[src/rtl/muldiv_pkg.sv]
// Shared types and constants for the iterative RV32M multiply/divide unit.
package muldiv_pkg;

  localparam int XLEN = 32;

  // Operation encoding, identical to the RV32M funct3 field.
  typedef enum bit [2:0] {
    MUL    = 3'd0,
    MULH   = 3'd1,
    MULHSU = 3'd2,
    MULHU  = 3'd3,
    DIV    = 3'd4,
    DIVU   = 3'd5,
    REM    = 3'd6,
    REMU   = 3'd7
  } MULDIV_OPS;

  typedef enum logic [1:0] {
    IDLE = 2'd0,
    BUSY = 2'd1,
    DONE = 2'd2
  } muldiv_state_t;

  localparam logic [XLEN-1:0] DIV_BY_ZERO_Q = 32'hFFFF_FFFF;
  localparam logic [XLEN-1:0] INT_MIN       = 32'h8000_0000;

endpackage

[src/rtl/muldiv_signfix.sv]
// Conditional two's-complement negate. Used both to take operand magnitudes
// and to restore the sign of products, quotients and remainders.
module muldiv_signfix #(
  parameter int W = 32
) (
  input  logic [W-1:0] din,
  input  logic         neg,
  output logic [W-1:0] dout
);

  // Negate when requested, pass through otherwise.
  always_comb begin
    dout = neg ? (~din + {{(W-1){1'b0}}, 1'b1}) : din;
  end

endmodule

[src/rtl/muldiv_iter.sv]
// Iterative RV32M multiply/divide unit with valid/ready handshakes.
// Multiply: radix-2 shift-add, 32 cycles. Divide: restoring, 32 cycles.
// Define MULDIV_FAST_MUL_EN to replace the iterative multiply with a
// single-cycle 33x33 signed multiplier (divide is unaffected).
module muldiv_iter
  import muldiv_pkg::*;
#(
  parameter int XLEN = 32
) (
  input  logic            clk,
  input  logic            rst_n,
  input  logic [XLEN-1:0] a,
  input  logic [XLEN-1:0] b,
  input  logic [2:0]      fn3,
  input  logic            valid_i,
  output logic            ready_o,
  input  logic            kill_i,
  output logic [XLEN-1:0] result,
  output logic            valid_o,
  input  logic            ready_i
);

  muldiv_state_t state, state_nxt;

  logic [4:0]        cnt;
  MULDIV_OPS         op_q;
  logic              sa_q, sb_q;
  logic [2*XLEN-1:0] acc;
  logic [XLEN-1:0]   mcand;
  logic [XLEN-1:0]   result_q;

  // Request decode: signedness, special divide cases, direct-to-DONE paths.
  logic            sa_in, sb_in, is_div, b_zero, ovf, special, fast_hit, direct_done, accept;
  logic [XLEN-1:0] special_res, fast_res, mag_a, mag_b;

  assign sa_in   = (fn3 == MULH) || (fn3 == MULHSU) || (fn3 == DIV) || (fn3 == REM);
  assign sb_in   = (fn3 == MULH) || (fn3 == DIV) || (fn3 == REM);
  assign is_div  = fn3[2];
  assign b_zero  = (b == '0);
  assign ovf     = ((fn3 == DIV) || (fn3 == REM)) && (a == INT_MIN) && (b == '1);
  assign special = is_div && (b_zero || ovf);
  assign accept  = (state == IDLE) && valid_i && !kill_i;

  // Division by zero dominates; fn3[1] distinguishes REM/REMU from DIV/DIVU.
  assign special_res = b_zero ? (fn3[1] ? a : DIV_BY_ZERO_Q)
                              : (fn3[1] ? '0 : INT_MIN);

`ifdef MULDIV_FAST_MUL_EN
  logic signed [XLEN:0]     fa, fb;
  logic signed [2*XLEN-1:0] fprod;
  assign fa       = {sa_in & a[XLEN-1], a};
  assign fb       = {sb_in & b[XLEN-1], b};
  assign fprod    = fa * fb;
  assign fast_hit = !is_div;
  assign fast_res = (fn3 == MUL) ? fprod[XLEN-1:0] : fprod[2*XLEN-1:XLEN];
`else
  assign fast_hit = 1'b0;
  assign fast_res = '0;
`endif

  assign direct_done = special || fast_hit;

  muldiv_signfix #(.W(XLEN)) u_mag_a (.din(a), .neg(sa_in & a[XLEN-1]), .dout(mag_a));
  muldiv_signfix #(.W(XLEN)) u_mag_b (.din(b), .neg(sb_in & b[XLEN-1]), .dout(mag_b));

  // One iteration step for each algorithm.
  logic [XLEN:0]     mul_sum, div_sh, div_diff;
  logic [2*XLEN-1:0] mul_nxt, div_nxt, prod_fix;
  logic [XLEN-1:0]   quo_fix, rem_fix, final_res;

  // Shift-add: add multiplicand into the upper half when the LSB is set, then shift right.
  always_comb begin
    mul_sum = {1'b0, acc[2*XLEN-1:XLEN]} + (acc[0] ? {1'b0, mcand} : '0);
    mul_nxt = {mul_sum, acc[XLEN-1:1]};
  end

  // Restoring divide: shift {rem,quot} left, trial-subtract divisor, keep on no borrow.
  always_comb begin
    div_sh   = {acc[2*XLEN-1:XLEN], acc[XLEN-1]};
    div_diff = div_sh - {1'b0, mcand};
    if (div_diff[XLEN])
      div_nxt = {div_sh[XLEN-1:0], acc[XLEN-2:0], 1'b0};
    else
      div_nxt = {div_diff[XLEN-1:0], acc[XLEN-2:0], 1'b1};
  end

  muldiv_signfix #(.W(2*XLEN)) u_fix_prod (.din(mul_nxt), .neg(sa_q ^ sb_q), .dout(prod_fix));
  muldiv_signfix #(.W(XLEN)) u_fix_quo (.din(div_nxt[XLEN-1:0]), .neg(sa_q ^ sb_q), .dout(quo_fix));
  muldiv_signfix #(.W(XLEN)) u_fix_rem (.din(div_nxt[2*XLEN-1:XLEN]), .neg(sa_q), .dout(rem_fix));

  // Pick the sign-corrected half/field for the captured op on the final step.
  always_comb begin
    final_res = '0;
    case (op_q)
      MUL:                  final_res = prod_fix[XLEN-1:0];
      MULH, MULHSU, MULHU:  final_res = prod_fix[2*XLEN-1:XLEN];
      DIV, DIVU:            final_res = quo_fix;
      REM, REMU:            final_res = rem_fix;
      default:              final_res = '0;
    endcase
  end

  // State register.
  always_ff @(posedge clk or negedge rst_n) begin
    if (!rst_n) state <= IDLE;
    else        state <= state_nxt;
  end

  // Next-state and handshake outputs; kill overrides everything.
  always_comb begin
    state_nxt = state;
    ready_o   = 1'b0;
    valid_o   = 1'b0;
    case (state)
      IDLE: begin
        ready_o = 1'b1;
        if (valid_i) state_nxt = direct_done ? DONE : BUSY;
      end
      BUSY: begin
        if (cnt == 5'd0) state_nxt = DONE;
      end
      DONE: begin
        valid_o = 1'b1;
        if (ready_i) state_nxt = IDLE;
      end
      default: state_nxt = IDLE;
    endcase
    if (kill_i) state_nxt = IDLE;
  end

  // Datapath: capture on accept, iterate while busy, drop result on kill.
  always_ff @(posedge clk or negedge rst_n) begin
    if (!rst_n) begin
      cnt      <= '0;
      op_q     <= MUL;
      sa_q     <= 1'b0;
      sb_q     <= 1'b0;
      acc      <= '0;
      mcand    <= '0;
      result_q <= '0;
    end else if (kill_i) begin
      cnt      <= '0;
      result_q <= '0;
    end else if (accept) begin
      op_q <= MULDIV_OPS'(fn3);
      sa_q <= sa_in & a[XLEN-1];
      sb_q <= sb_in & b[XLEN-1];
      if (special) begin
        result_q <= special_res;
        cnt      <= '0;
      end else if (fast_hit) begin
        result_q <= fast_res;
        cnt      <= '0;
      end else begin
        cnt   <= 5'd31;
        acc   <= is_div ? {{XLEN{1'b0}}, mag_a} : {{XLEN{1'b0}}, mag_b};
        mcand <= is_div ? mag_b : mag_a;
      end
    end else if (state == BUSY) begin
      acc <= op_q[2] ? div_nxt : mul_nxt;
      if (cnt == 5'd0) result_q <= final_res;
      else             cnt      <= cnt - 5'd1;
    end
  end

  assign result = result_q;

endmodule

[config.mk]
export PLATFORM = sky130hd
export DESIGN_NAME = muldiv_iter
export DESIGN_NICKNAME = d
export VERILOG_FILES = /design/src/rtl/muldiv_pkg.sv /design/src/rtl/muldiv_signfix.sv /design/src/rtl/muldiv_iter.sv
export SDC_FILE = /design/constraint.sdc
export NUM_CORES = 1
export LEC_CHECK = 0
export ABC_CLOCK_PERIOD_IN_PS = 10700
export CORE_ASPECT_RATIO = 0.8
export CORE_UTILIZATION = 31
export DETAILED_ROUTE_END_ITERATION = 7
export DONT_BUFFER_PORTS = 1
export GPL_TIMING_DRIVEN = 0
export PLACE_DENSITY_LB_ADDON = 0.05
export SLEW_MARGIN = 20
export SYNTH_ARGS = -nofsm -noshare
export SYNTH_HDL_FRONTEND = slang
export SYNTH_SLANG_ARGS = --single-unit
[constraint.sdc]
create_clock -name clk -period 10.7 [get_ports clk]
set_input_delay 1.07 -clock clk [delete_from_list [all_inputs] [get_ports clk]]
set_output_delay 1.07 -clock clk [all_outputs]
set_load 0.03 [all_outputs]
==> impl_results.md <==
- Crit path DAT: 7.91 ns
- Nets: 2,556
- IR drop worst, VDD: 0.166 mV
- Number of global-route vias before repair: 17,500
- Crit. End Element: register
- DRC: 0
- Number of port buffers: 0
- Worst slew margin: 0.176
- MaxCap Viol Count: 0
- Antenna violations before repair: 4
- Inserted Diodes: 0
- Status: finished, final reports clean
- Top_reg_cell synth: dfrtp_1
- Detail Route Antenna Nets: 0
- Most common cell after layout, fill and taps aside: nand2_1
- WS Path Type: reg -> reg
- Layout cells sized above 1: 0.0660
- Total gr overflow: 0
- Post-synth EDFFs: 0
- HPWL after DPL: 73,200 um
- Buffer count from post-CTS setup fixing: 0
- Post-CTS Hold Buffers: 0
- Post-Syn Area per Cell: 7.20 um^2
- CTS tree: yes
- Seq/Total Area, Yosys: 0.204
- Clock root buffer: clkbuf_16
- Die height: 213 um
- Hold Path Class: in -> async
- Mapped Cells: 2,390
- Detailed Route WL: 89,100 um
- Setup Skew: 0.0155 ns
- H-tree depth: 4
- Leakage: 7.55 nW
- CTS buffer count: 17
- Initial Util: 0.317
- Cell Area, Synth: 17,200 um^2
- Clk Latency, worst-skew pair: 0.47 ns
- Max Fanout on Critical Path: 10
- Syn_nets: 2,536
- Final hold vios: 0
- Most frequent cells in the layout: nand2_1 (299), nor2_1 (265), a21oi_1 (254)
- First-pass GRT wire length: 126,000 um
- Fmax: 132 MHz
- Die area: 56,500 um^2
- Unrepaired setup endpoints after global routing: no
- DRT iter0 DRCs: 2,174
- Pwr Density: 392 nW/um^2
- Die Width: 265 um
- Drt first pass iters: 6
- Ys Warns: 0
- # setup viols final: 0
- Average wire per standard cell: 28.2 um
- Buffer levels on the longest clock path: 2
- Slew Limit Fails: 0
- Setup WS pre-CTS: 3.50 ns
- Ranking of synthesized cells by area: dfrtp_1 (20%), a21oi_1 (7.4%), nand2_1 (6.5%)
- Worst Max-Slew Pin Slew: 1.22 ns
- Final Cycle Share: 0.709
- CP Launch Type: register
- Yosys top cell area share: 0.204
- Largest net degree at the start of global routing: 141
- Clock Sinks: 140
- Ports: 106
- Fillers: 5,917
- Fin Setup TNS: 0 ns
- Routability cong.: 0.956
- Total global-route track usage: 0.311
- Final min period: 7.59 ns
- Synth Register Bits: 140
- Setup WS post-layout: 3.11 ns
- Yosys top cell by area: dfrtp_1
- Via density: 6.02
- Core ar.: 54,300 um^2
- Synth cell types: 106
- Post-layout util: 0.347
- CTS resizes: 0
- CP Data Required Time: 11.02 ns
- Row count: 76
- Via count: 19,000
- Post-synth ARST share: 1.00
- Clock-pin slew of the registers on the worst-case setup and hold paths: 0.07 ns
- Area growth, synth to finish: 9.38%
## stage by stage
stage / cells / total power [mW] / hold slack (ns) / area (um^2)
detailed placement: 3132 / 6.50 / 0.475 / 18200
finish: 3164 / 7.38 / 0.309 / 18800
CTS: 3164 / 7.24 / 0.298 / 18800
floorplan: 2390 / 4.67 / 0.450 / 17200
global placement: 3131 / 6.49 / 0.469 / 18100
global route: 3164 / 7.82 / 0.294 / 18800
## sequential cells by signal, summed over array words and instances (netlist names)
signal  count
acc        64
mcand      32
result     32
cnt         5
op_q        3
state       2
sa_q        1
sb_q        1
## routing by layer
| metal | vias to the layer above | share of wire | track usage |
|---|---|---|---|
| li1 | 8686 | - | - |
| met1 | 9374 | 0.48 | 0.463 |
| met2 | 874 | 0.40 | 0.433 |
| met3 | 90 | 0.098 | 0.0863 |
| met4 | 8 | 0.019 | 0.0680 |
| met5 | - | 0.0021 | 0.0218 |
## cell type report
type,count,area [um^2],share of cell area
Multi-Input combinational cell,2013,12800,0.678
Buffer,167,706,0.0375
Timing Repair Buffer,1,7.51,0.000399
Sequential cell,140,3500,0.186
Clock inverter,15,235,0.0125
Clock buffer,17,425,0.0226
Tap cell,741,927,0.0492
Inverter,70,263,0.0140
## report_power, final
part	switching (mW)	total, mW	internal, mW
Sequential	0.255	0.979	0.724
Combinational	3.88	5.69	1.81
Clock	0.292	0.710	0.418
Total	4.43	7.38	2.96
## critical path, stage by stage (launching register included)
cell and delay, ns:
dfrtp_1 0.58, inv_1 0.18, ha_1 0.21, inv_1 0.07
fa_1 0.44, a211oi_2 0.29, o211ai_2 0.19, a31oi_4 0.43
a211oi_4 0.17, nor4_4 0.77, nor2_8 0.12, inv_2 0.30
buf_2 0.40, buf_2 0.48, nor2_1 0.07, a21oi_1 0.26
ha_1 0.30, nand4b_1 0.15, nor3_1 0.25, a41oi_2 0.15
or2_1 0.30, buf_2 0.20, o31ai_4 0.20, xnor2_1 0.11
a221oi_1 0.64, o21ai_1 0.15
## synthesized netlist by cell type, drive strengths merged (10+ instances only)
| library cell | number |
|---|---|
| o211ai | 23 |
| nand2 | 300 |
| o21a | 21 |
| o2111ai | 10 |
| mux2i | 70 |
| inv | 69 |
| clkbuf | 111 |
| or2 | 16 |
| o221ai | 23 |
| or4 | 20 |
| a21o | 27 |
| o41ai | 16 |
| a211oi | 24 |
| ha | 72 |
| nand4 | 22 |
| a221oi | 13 |
| a31oi | 27 |
| o31ai | 51 |
| nor3 | 63 |
| o21ai | 219 |
| dfrtp | 140 |
| nor4 | 31 |
| nor2 | 269 |
| buf | 56 |
| a21oi | 261 |
| and3 | 14 |
| and2 | 16 |
| mux2 | 10 |
| xor2 | 90 |
| xnor2 | 126 |
| nand3 | 30 |
| or3 | 22 |
## worst paths after layout
kind                            from         end  slack, ns  cells past startpoint
max in group asynchronous      rst_n    mcand[2]      10.05                      0
setup reg to reg             acc[31]  result[22]       3.11                     25
hold reg to reg            mcand[27]   mcand[27]       0.49                      2
setup / recovery             acc[31]  result[22]       3.11                     25
hold / removal                 rst_n     acc[59]       0.31                      0
min in group clk           mcand[27]   mcand[27]       0.49                      2
## cells by family after synthesis
kind of cell | share of synthesized area
simple gates | 0.231
xor+xnor | 0.110
mux | 0.0475
compound gates | 0.298
flops | 0.204
buf+inv | 0.0563
fa+ha+maj | 0.0547
(Power assumes the default switching activity.)
